File: src/rtl/asca16_pkg.sv
// asca16_pkg -- shared definitions for the RAM arbiter slice.
//   arb_state_t : arbiter FSM state; each value names the owner of the
//                 previous cycle (IDLE = nobody, CORE, DBG, LOCK = locked dbg).
//   DEF_AW/DW   : default RAM address / data widths.
package asca16_pkg;

    typedef enum logic [1:0] {
        IDLE = 2'd0,
        CORE = 2'd1,
        DBG  = 2'd2,
        LOCK = 2'd3
    } arb_state_t;

    localparam int DEF_AW = 16;
    localparam int DEF_DW = 16;

endpackage

File: src/rtl/ram_arb_cnt.sv
// ram_arb_cnt -- saturating up-counter with synchronous clear.
//   clk, reset : clock, synchronous active-high reset
//   clr        : clear to zero (wins over inc)
//   inc        : increment by one, holding at MAX
//   cnt        : registered count
module ram_arb_cnt #(
    parameter int MAX = 8,
    parameter int W   = $clog2(MAX + 1)
) (
    input  logic         clk,
    input  logic         reset,
    input  logic         clr,
    input  logic         inc,
    output logic [W-1:0] cnt
);

    localparam logic [W-1:0] MAX_V = W'(MAX);

    // Count register: reset/clear to zero, otherwise saturating increment.
    always_ff @(posedge clk) begin
        if (reset) begin
            cnt <= {W{1'b0}};
        end else if (clr) begin
            cnt <= {W{1'b0}};
        end else if (inc && (cnt != MAX_V)) begin
            cnt <= cnt + {{(W-1){1'b0}}, 1'b1};
        end else begin
            cnt <= cnt;
        end
    end

endmodule

File: src/rtl/ram_arbiter.sv
// ram_arbiter -- arbitrates a CPU core port and a debug/loader port onto one
// single-port synchronous RAM (1-cycle read latency).
//   clk, reset                              : clock, synchronous active-high reset
//   core_req/wen/addr/wdata                 : core access request
//   core_gnt, core_stall, core_rvalid       : core grant, stall, read return
//   dbg_req/lock/wen/addr/wdata             : debug access request (lock = burst)
//   dbg_gnt, dbg_rvalid                     : debug grant, read return
//   rdata                                   : read data for both ports (= ram_out)
//   ram_cen/wen/addr/data, ram_out          : RAM macro interface
// Build option: RAM_ARB_STARVE_GUARD_EN adds the debug starvation guard; without
// it the core has strict priority outside a locked debug burst.
module ram_arbiter
    import asca16_pkg::*;
#(
    parameter int AW           = DEF_AW,
    parameter int DW           = DEF_DW,
    parameter int STARVE_LIMIT = 8,
    parameter int LOCK_MAX     = 16
) (
    input  logic          clk,
    input  logic          reset,
    input  logic          core_req,
    input  logic          core_wen,
    input  logic [AW-1:0] core_addr,
    input  logic [DW-1:0] core_wdata,
    output logic          core_gnt,
    output logic          core_stall,
    output logic          core_rvalid,
    input  logic          dbg_req,
    input  logic          dbg_lock,
    input  logic          dbg_wen,
    input  logic [AW-1:0] dbg_addr,
    input  logic [DW-1:0] dbg_wdata,
    output logic          dbg_gnt,
    output logic          dbg_rvalid,
    output logic [DW-1:0] rdata,
    output logic          ram_cen,
    output logic          ram_wen,
    output logic [AW-1:0] ram_addr,
    output logic [DW-1:0] ram_data,
    input  logic [DW-1:0] ram_out
);

    // One counter width wide enough for either limit.
    localparam int CW = $clog2(((LOCK_MAX > STARVE_LIMIT) ? LOCK_MAX : STARVE_LIMIT) + 1);
    localparam logic [CW-1:0] LOCK_MAX_V = CW'(LOCK_MAX);

    arb_state_t    state_r;
    arb_state_t    state_nxt_s;
    logic          core_gnt_s;
    logic          dbg_gnt_s;
    logic [CW-1:0] lock_cnt_s;
    logic          lock_hold_s;
    logic          lock_done_s;
    logic          starve_hit_s;
    logic [AW-1:0] addr_hold_r;
    logic          core_rvalid_r;
    logic          dbg_rvalid_r;

`ifdef RAM_ARB_STARVE_GUARD_EN
    localparam logic [CW-1:0] STARVE_MAX_V = CW'(STARVE_LIMIT);
    logic [CW-1:0] starve_cnt_s;

    ram_arb_cnt #(.MAX(STARVE_LIMIT), .W(CW)) u_starve_cnt (
        .clk   (clk),
        .reset (reset),
        .clr   (dbg_gnt_s | ~dbg_req),
        .inc   (dbg_req & ~dbg_gnt_s),
        .cnt   (starve_cnt_s)
    );

    assign starve_hit_s = dbg_req && (starve_cnt_s == STARVE_MAX_V);
`else
    assign starve_hit_s = 1'b0;
`endif

    // Lock counter only runs while the next owner is a locked debug burst,
    // so it is zero whenever the FSM is outside LOCK.
    ram_arb_cnt #(.MAX(LOCK_MAX), .W(CW)) u_lock_cnt (
        .clk   (clk),
        .reset (reset),
        .clr   (state_nxt_s != LOCK),
        .inc   (state_nxt_s == LOCK),
        .cnt   (lock_cnt_s)
    );

    assign lock_hold_s = (state_r == LOCK) && dbg_req && dbg_lock && (lock_cnt_s < LOCK_MAX_V);
    assign lock_done_s = (lock_cnt_s == LOCK_MAX_V);

    // Grant decision and next-state; a burst that used up its budget drops to
    // DBG so the lock counter clears and the burst has to re-enter LOCK.
    always_comb begin
        core_gnt_s  = 1'b0;
        dbg_gnt_s   = 1'b0;
        state_nxt_s = IDLE;
        if (reset) begin
            core_gnt_s = 1'b0;
            dbg_gnt_s  = 1'b0;
        end else if (lock_hold_s || starve_hit_s) begin
            dbg_gnt_s = 1'b1;
        end else if (core_req) begin
            core_gnt_s = 1'b1;
        end else if (dbg_req) begin
            dbg_gnt_s = 1'b1;
        end else begin
            core_gnt_s = 1'b0;
            dbg_gnt_s  = 1'b0;
        end

        if (core_gnt_s) begin
            state_nxt_s = CORE;
        end else if (dbg_gnt_s) begin
            if (dbg_lock && !lock_done_s) begin
                state_nxt_s = LOCK;
            end else begin
                state_nxt_s = DBG;
            end
        end else begin
            state_nxt_s = IDLE;
        end
    end

    // FSM state register.
    always_ff @(posedge clk) begin
        if (reset) begin
            state_r <= IDLE;
        end else begin
            state_r <= state_nxt_s;
        end
    end

    // RAM request mux; with no grant the address parks on its last value.
    always_comb begin
        ram_cen  = core_gnt_s | dbg_gnt_s;
        ram_wen  = 1'b0;
        ram_addr = addr_hold_r;
        ram_data = {DW{1'b0}};
        if (core_gnt_s) begin
            ram_wen  = core_wen;
            ram_addr = core_addr;
            ram_data = core_wdata;
        end else if (dbg_gnt_s) begin
            ram_wen  = dbg_wen;
            ram_addr = dbg_addr;
            ram_data = dbg_wdata;
        end else begin
            ram_wen  = 1'b0;
            ram_addr = addr_hold_r;
            ram_data = {DW{1'b0}};
        end
    end

    // Parked address register, follows every granted access.
    always_ff @(posedge clk) begin
        if (reset) begin
            addr_hold_r <= {AW{1'b0}};
        end else if (ram_cen) begin
            addr_hold_r <= ram_addr;
        end else begin
            addr_hold_r <= addr_hold_r;
        end
    end

    // Read-return flags, one cycle after a read grant.
    always_ff @(posedge clk) begin
        if (reset) begin
            core_rvalid_r <= 1'b0;
            dbg_rvalid_r  <= 1'b0;
        end else begin
            core_rvalid_r <= core_gnt_s & ~core_wen;
            dbg_rvalid_r  <= dbg_gnt_s & ~dbg_wen;
        end
    end

    assign core_gnt    = core_gnt_s;
    assign dbg_gnt     = dbg_gnt_s;
    assign core_stall  = core_req & ~core_gnt_s;
    // A read in flight when reset arrives must never be reported.
    assign core_rvalid = core_rvalid_r & ~reset;
    assign dbg_rvalid  = dbg_rvalid_r & ~reset;
    assign rdata       = ram_out;

endmodule

File: config.mk
export PLATFORM = sky130hd
export DESIGN_NAME = ram_arbiter
export DESIGN_NICKNAME = d
export VERILOG_FILES = /design/src/rtl/asca16_pkg.sv /design/src/rtl/ram_arb_cnt.sv /design/src/rtl/ram_arbiter.sv
export SDC_FILE = /design/constraint.sdc
export NUM_CORES = 1
export LEC_CHECK = 0
export CAP_MARGIN = 25
export CORE_MARGIN = 3
export CORE_UTILIZATION = 32
export DETAILED_ROUTE_END_ITERATION = 7
export GPL_ROUTABILITY_DRIVEN = 0
export HOLD_SLACK_MARGIN = 0.12
export PLACE_DENSITY = 0.82
export SETUP_SLACK_MARGIN = 0.5
export SLEW_MARGIN = 5
export SYNTH_ARGS = -nofsm -noshare
export SYNTH_HDL_FRONTEND = slang
export SYNTH_SLANG_ARGS = --single-unit
File: constraint.sdc
create_clock -name clk -period 1.8 [get_ports clk]
set_input_delay 0.27 -clock clk [delete_from_list [all_inputs] [get_ports clk]]
set_output_delay 0.27 -clock clk [all_outputs]
set_load 0.005 [all_outputs]
==> metrics.md, run 1 <==
| Metric | Value |
|---|---|
| Detailed Route Iter0 Violations | `78` |
| Worst Reg-to-Reg Cells | `7` |
| Clock network power share | `approximately 23%` |
| Dpl ws | `-0.5360 ns` |
| Least-Margin Pin Slew | `0.2718 ns` |
| Antenna violations before repair | `0` |
| Reg2reg end | `state_r[0]$_SDFF_PP0_` |
| Core area | `between 0.004 and 0.005 sq mm` |
| Hold Crit Start | `reset` |
| CP Launch Type | `register` |
| ANT cells | `0` |
| Worst slew margin | `about four fifths` |
| Post-synthesis sequential area ratio | `a little under a third` |
| Drt first pass iters | `4` |
| Level count of the clock H-tree | `1` |
| Chip width | `76.99 microns` |
| Sw Ratio | `27.69%` |
| Clock Tree Root | `clkbuf_8` |
| Tcrit/Tclk final | `111.6%` |
| P&R area growth vs syn | `110.8%` |
| Final setup vio count | `34` |
| Setup tns final | `-4.756 ns` |
| Clock-pin slew on the worst setup and hold paths | `approximately 0.090 ns` |
| Cell family with most CP delay | `buffers and inverters` |
| CP Data Required Time | `around 1.5 ns` |
| CTS buffer count | `3` |
| Top cell type's share of synthesized area | `31.03%` |
| Drc violations | `0` |
| Layout Nets | `roughly 430` |
| Largest net degree at the start of global routing | `19` |
| Final min period | `around 2 ns` |
| Routed Antenna Nets | `0` |
| Gr usage total | `a little over a fifth` |
| Switching power | `approximately 0.44 mW` |
| Internal Power | `1.136 mW` |
| Setup crit end kind | `output port` |
| Synth Flop Type | `dfxtp_1` |
| Post-synth top area cell | `dfxtp_1` |
| Netlist Area Pre-Place | `0.001613 sq mm` |
| Fin. Hold Viols | `0` |
| Max rail drop VDD | `roughly 260 uV` |
| Max-slew violations | `0` |
| # rows | `25` |
| Reg-to-reg critical path startpoint | `u_lock_cnt.cnt[4]$_SDFFE_PP0P_` |
| Crit-path most repeated cell | `buf_6` |
| Unrepaired setup endpoints after global routing | `yes` |
| Synth Register Bits | `25` |
| Routed wire per std cell | `about 17 microns` |
| WS Path Type | `reg2out` |
| Asr flop ratio synth | `0%` |
| Die ar. | `~0.0059 sq mm` |
| Vias per inst | `5.244` |
| Final setup margin | `-0.2080 ns` |
| WL final | `around 6900 microns` |
| Die Ht | `around 77 microns` |
| Clock latency on the worst-skew pair | `0.28 ns` |
| Critical path peak fanout | `5` |
| Number of global-route vias before repair | `~2300` |
| Hold EP | `addr_hold_r[11]$_SDFFE_PP0P_` |
| Combinational share of power | `around two fifths` |
| First-pass GRT wire length | `10370 microns` |
| Vias post-DR | `between 2000 and 2500` |
| Top Ports | `142` |
| Outcome | `finished with violations` |
| Setup crit start | `u_lock_cnt.cnt[4]$_SDFFE_PP0P_` |
| Hold Path Cell Cnt | `3` |
| EDFF count, synth | `0` |
| GRT overflow | `0` |
| Post-synth cell types | `25` |
| Reg2Reg Setup Slack | `~0.19 ns` |
| Count of hold-fix buffers inserted at cts | `0` |
| CTS Sinks | `25` |
| CTS tree | `done` |
| CP Buf/Inv Count | `4` |
| Avg Cell Area, Syn | `between 8 and 9 sq um` |
| Slowest stage delay, CP | `about 0.35 ns` |
| Layout Skew | `0.002341 ns` |
| IO Port Bufs | `approximately 110` |
| Clock Path Buffers | `2` |
| Arrival time at the worst endpoint | `between 1.5 and 2 ns` |
| Synth Warn # | `0` |
| P per Cell Area | `462.3 mW/mm^2` |
| Mapped Cells | `between 150 and 200` |
| Leak | `1.502 nW` |
| Ranking of synthesized cells by area | `dfxtp_1, o211ai_1, buf_4` |
| Max-cap violations | `0` |
| Violated checks | `negative setup slack` |
| Hpwl dp | `between 4000 and 5000 microns` |
| Hold Crit Class | `in2reg` |
| Critical-path cell list | `and4b_2, buf_6, a21boi_4, buf_6, buf_16, a22o_1, buf_2` |
| Share of layout cells above drive strength 1 | `slightly below 40%` |
| Fmax | `between 400 and 500 MHz` |
| Syn nets | `around 280` |
| Initial Util | `approximately a third` |
| Slowest CP cell | `dfxtp_2` |
| Sequential share of power | `38.4%` |
[repair_timing]
action | in CTS | in global routing
cloned | 4 | 4
pin swaps | 7 | 41
buffers inserted | 16 | 14
resized for setup | 178 | 27
endpoints found under the setup margin | 62 | 58
[registers in the layout, summed over array words and instances (netlist names)]
name and cells:
core_rvalid_r 1, dbg_rvalid_r 1, state_r 2, u_lock_cnt.cnt 5
addr_hold_r 16
[final cells by class]
type / instances / area (sq um)
repair buffers: 182 / 1787
fillers: 348 / 1386
multi-input cells: 126 / 947.2
flip-flops and latches: 25 / 505.5
well taps: 67 / 83.83
clock buffers: 3 / 41.29
inverters: 6 / 27.53
clock inverters: 1 / 7.507
[metal layers]
metal  up-vias  part of all wire (%)  global-route usage (%)
li1       1008                     -                       -
met1      1009                    37                   22.13
met2       120                    54                   39.90
met3        13                   7.6                   6.221
met4         0                   1.9                   9.075
met5         -                     0                       0
[stage by stage]
stage          utilization (%)  hold slack [ns]  instances  total power, mW  cell area (sq um)
2_1_floorplan                -           0.3416        188           0.8142               1652
3_3_place_gp             61.33           0.4451        368            1.169               2935
3_5_place_dp             61.33           0.4631        368            1.178               2935
4_1_cts                  67.27           0.3953        392            1.539               3219
5_1_grt                  71.03           0.3853        410            1.649               3400
6_report                 71.03           0.3816        410            1.572               3400
[tightest hold or removal path: stages]
cell      delay, ns
buf_12         0.09
buf_4          0.15
o211ai_1       0.10
[placed cells by master, fill, tap and decap left out, types with 3 or more instances in the layout]
cell             netlist  layout
dfxtp_1               25      21
a22o_1                17      17
dfxtp_2                0       4
o211ai_1              48      48
buf_4                 20      39
clkbuf_8               0       3
buf_12                 0       8
nand2_1               17      17
nand3_1               18      18
clkbuf_16              0       4
inv_1                  5       4
clkbuf_2               0      16
nor2b_4                0       3
xor2_1                 3       3
clkdlybuf4s50_1        0      66
buf_16                 0       4
buf_6                  1      23
nor2_1                 6       5
buf_2                  7      20
[worst max-delay path by stage]
stage	endpoint	depth (start not counted)
floorplan	ram_data[10]	5
global route	ram_wen	7
detailed placement	ram_addr[0]	6
global placement	ram_wen	6
CTS	ram_wen	7
finish	ram_wen	7
[cells in the mapped netlist, drive strengths merged, types with 2 or more instances]
master and n:
nand2 17, o211ai 48, dfxtp 25, xor2 3
nor2 6, nor2b 5, a22o 17, clkbuf 3
a21boi 3, inv 5, buf 28, nand3 18
ha 2
[kinds of logic after synthesis]
| group | count (synthesis) | share of synthesized area (%) |
|---|---|---|
| adders and majority gates | 2 | 1.551 |
| DFF | 25 | 31.03 |
| xor gates and xnor gates | 3 | 1.629 |
| and+or+nand+nor | 51 | 15.98 |
| buffers and inverters | 37 | 14.27 |
| AOI/OAI and AO/OA | 70 | 35.53 |
[power by group through the flow]
stage	combinational, mW	sequential, mW	clock, mW
floorplan	0.202	0.613	0
global placement	0.557	0.613	0
detailed placement	0.564	0.614	0
CTS	0.591	0.602	0.346
global route	0.657	0.607	0.384
finish	0.612	0.604	0.356
Note: power is estimated with default switching activity, not from simulation.
==> run 2: changes to the inputs <==
- CTS_BUF_LIST: default -> sky130_fd_sc_hd__clkbuf_8
- SKIP_CTS_REPAIR_TIMING: default -> 1
==> metrics.md, run 2 (synthesis gave the netlist of run 1 again) <==
| Metric | Value |
|---|---|
| Outcome | `finished with violations (unchanged)` |
| Violated checks | `negative setup slack (unchanged)` |
| Arrival time at the worst endpoint | `1.74 ns (about the same)` |
| CP Launch Type | `register (unchanged)` |
| Clock-pin slew on the worst setup and hold paths | `0.08 ns (was 0.09 ns)` |
| WS Path Type | `reg2out (unchanged)` |
| Reg2Reg Setup Slack | `0.27 ns (was 0.19 ns)` |
| Critical path peak fanout | `3 (was 5)` |
| Level count of the clock H-tree | `1 (unchanged)` |
| Initial Util | `33.70% (unchanged)` |
| CTS tree | `done (unchanged)` |
| Max-slew violations | `0 (unchanged)` |
| P&R area growth vs syn | `105.3% (was 110.8%)` |
| Fin. Hold Viols | `0 (unchanged)` |
| Final hold slack | `0.3199 ns (was 0.3816 ns)` |
| Vias post-DR | `2096 (was 2150)` |
| Vias per inst | `5.188 (was 5.244)` |
| Unrepaired setup endpoints after global routing | `yes (unchanged)` |
| Slowest stage delay, CP | `0.33 ns (was 0.35 ns)` |
| Max rail drop VDD | `258.9 uV (was 257.5 uV)` |
| CTS Sinks | `25 (unchanged)` |
| Top Ports | `142 (unchanged)` |
| Critical-path cell list | `buf_4, nand4b_4, a21boi_4, buf_6, clkbuf_16, buf_6, buf_6, a22o_1, buf_2 (was and4b_2, buf_6, a21boi_4, buf_6, buf_16, a22o_1, buf_2)` |
| Register name with the most flops | `addr_hold_r (unchanged)` |
| WL final | `6425 microns (was 6931 microns)` |
| Gr usage total | `18.76% (was 21.41%)` |
| # rows | `25 (unchanged)` |
| Layout Nets | `427 (was 433)` |
| Max-cap violations | `0 (unchanged)` |
| Area of the multi-input gates | `954.7 sq um (was 947.2 sq um)` |
| Sequential cell area | `505.5 sq um (unchanged)` |
| Dpl ws | `-0.5360 ns (unchanged)` |
| Leading cell type in the layout, fill and taps excluded | `clkdlybuf4s50_1 (unchanged)` |
| Detailed Route Iter0 Violations | `69 (was 78)` |
| Final instance area | `0.003311 sq mm (was 0.003400 sq mm)` |
| Hold Crit Class | `in2reg (unchanged)` |
| Routed Antenna Nets | `0 (unchanged)` |
| Placement Cell Area | `0.002935 sq mm (unchanged)` |
| Dpl cells | `368 (unchanged)` |
| Layout Skew | `0.004518 ns (was 0.002341 ns)` |
| Share of layout cells above drive strength 1 | `36.80% (was 39.36%)` |
| Final setup vio count | `34 (unchanged)` |
| Slowest CP cell | `dfxtp_2 (unchanged)` |
| Final setup margin | `-0.2115 ns (was -0.2080 ns)` |
| Tcrit/Tclk final | `111.7% (was 111.6%)` |
| Hpwl dp | `4274 microns (unchanged)` |
| Finished Layout Cells | `404 (was 410)` |
| Die Ht | `76.99 microns (unchanged)` |
| Largest net degree at the start of global routing | `22 (was 19)` |
| Clock Path Buffers | `2 (unchanged)` |
| Regs by FF count | `addr_hold_r (16), u_lock_cnt.cnt (5), state_r (2) (unchanged)` |
| Worst Reg-to-Reg Cells | `8 (was 7)` |
| Routed wire per std cell | `15.90 microns (was 16.90 microns)` |
| IO Port Bufs | `109 (unchanged)` |
| Worst slew margin | `80.35% (was 81.80%)` |
| Number of global-route vias before repair | `2056 (was 2266)` |
| ANT cells | `0 (unchanged)` |
| Core area | `0.004786 sq mm (unchanged)` |
| Fmax | `497.2 MHz (was 498.0 MHz)` |
| GRT overflow | `0 (unchanged)` |
| CP Data Required Time | `1.53 ns (about the same)` |
| Least-Margin Pin Slew | `0.2947 ns (was 0.2718 ns)` |
| Leak | `1.542 nW (was 1.502 nW)` |
| Setup crit end kind | `output port (unchanged)` |
| Drt first pass iters | `7 (was 4)` |
| Most frequent cells in the layout | `clkdlybuf4s50_1, o211ai_1, buf_4 (unchanged)` |
| P per Cell Area | `465.4 mW/mm^2 (was 462.3 mW/mm^2)` |
| Filler cells | `368 (was 348)` |
| Hold Path Cell Cnt | `3 (unchanged)` |
| Clock latency on the worst-skew pair | `0.27 ns (was 0.28 ns)` |
| First-pass GRT wire length | `9246 microns (was 10370 microns)` |
| Final min period | `2.011 ns (was 2.008 ns)` |
| Antenna violations before repair | `0 (unchanged)` |
| Die ar. | `0.005927 sq mm (unchanged)` |
| CTS buffer count | `3 (unchanged)` |
| Max reg flops | `16 (unchanged)` |
| Chip width | `76.99 microns (unchanged)` |
| Clock Tree Root | `clkbuf_8 (unchanged)` |
| Crit-path most repeated cell | `buf_6 (unchanged)` |
| Drc violations | `0 (unchanged)` |
## run 2: worst paths after layout
check | startpoint | to
worst max register to register | state_r[0]$_SDFF_PP0_ | state_r[0]$_SDFF_PP0_
worst max-delay path | state_r[1]$_SDFF_PP0_ | ram_data[4]
worst min-delay path | core_req | state_r[1]$_SDFF_PP0_
worst min register to register | addr_hold_r[7]$_SDFFE_PP0P_ | addr_hold_r[7]$_SDFFE_PP0P_
## run 2: layout make-up
type | count | area share, %
repair buffers | 176 | 51.06
multi-input cells | 126 | 28.84
flip-flops and latches | 25 | 15.27
well taps | 67 | 2.532
clock buffers | 3 | 1.247
inverters | 6 | 0.8314
clock inverters | 1 | 0.2268
## run 2: where the power goes
group	internal (mW)	switching (mW)	total [mW]
logic	0.383	0.216	0.599
clock network	0.157	0.183	0.340
registers	0.592	0.0108	0.602
## run 2: layer usage
| layer | share of wire, % | track usage, % | up-vias |
|---|---|---|---|
| met2 | 53 | 33.89 | 103 |
| met1 | 38 | 20.14 | 990 |
| li1 | - | - | 997 |
| met3 | 8.1 | 6.690 | 6 |
| met4 | 0.98 | 6.406 | 0 |
| met5 | 0 | 0 | - |
## run 2: through the flow
step / TNS (ns) / total power [mW] / util (%)
detailed placement: -17.49 / 1.178 / 61.33
CTS: -17.89 / 1.515 / 62.35
global placement: -16.75 / 1.169 / 61.33
global route: -6.863 / 1.625 / 69.18
finish: -4.175 / 1.541 / 69.18
floorplan: 0 / 0.8142 / -
## run 2: critical path, delay by kind of cell, from the launching register on
kind / cells / cell delay, ns
buf+inv: 6 / 0.65
simple gates: 1 / 0.15
compound gates: 2 / 0.34
flops: 1 / 0.33
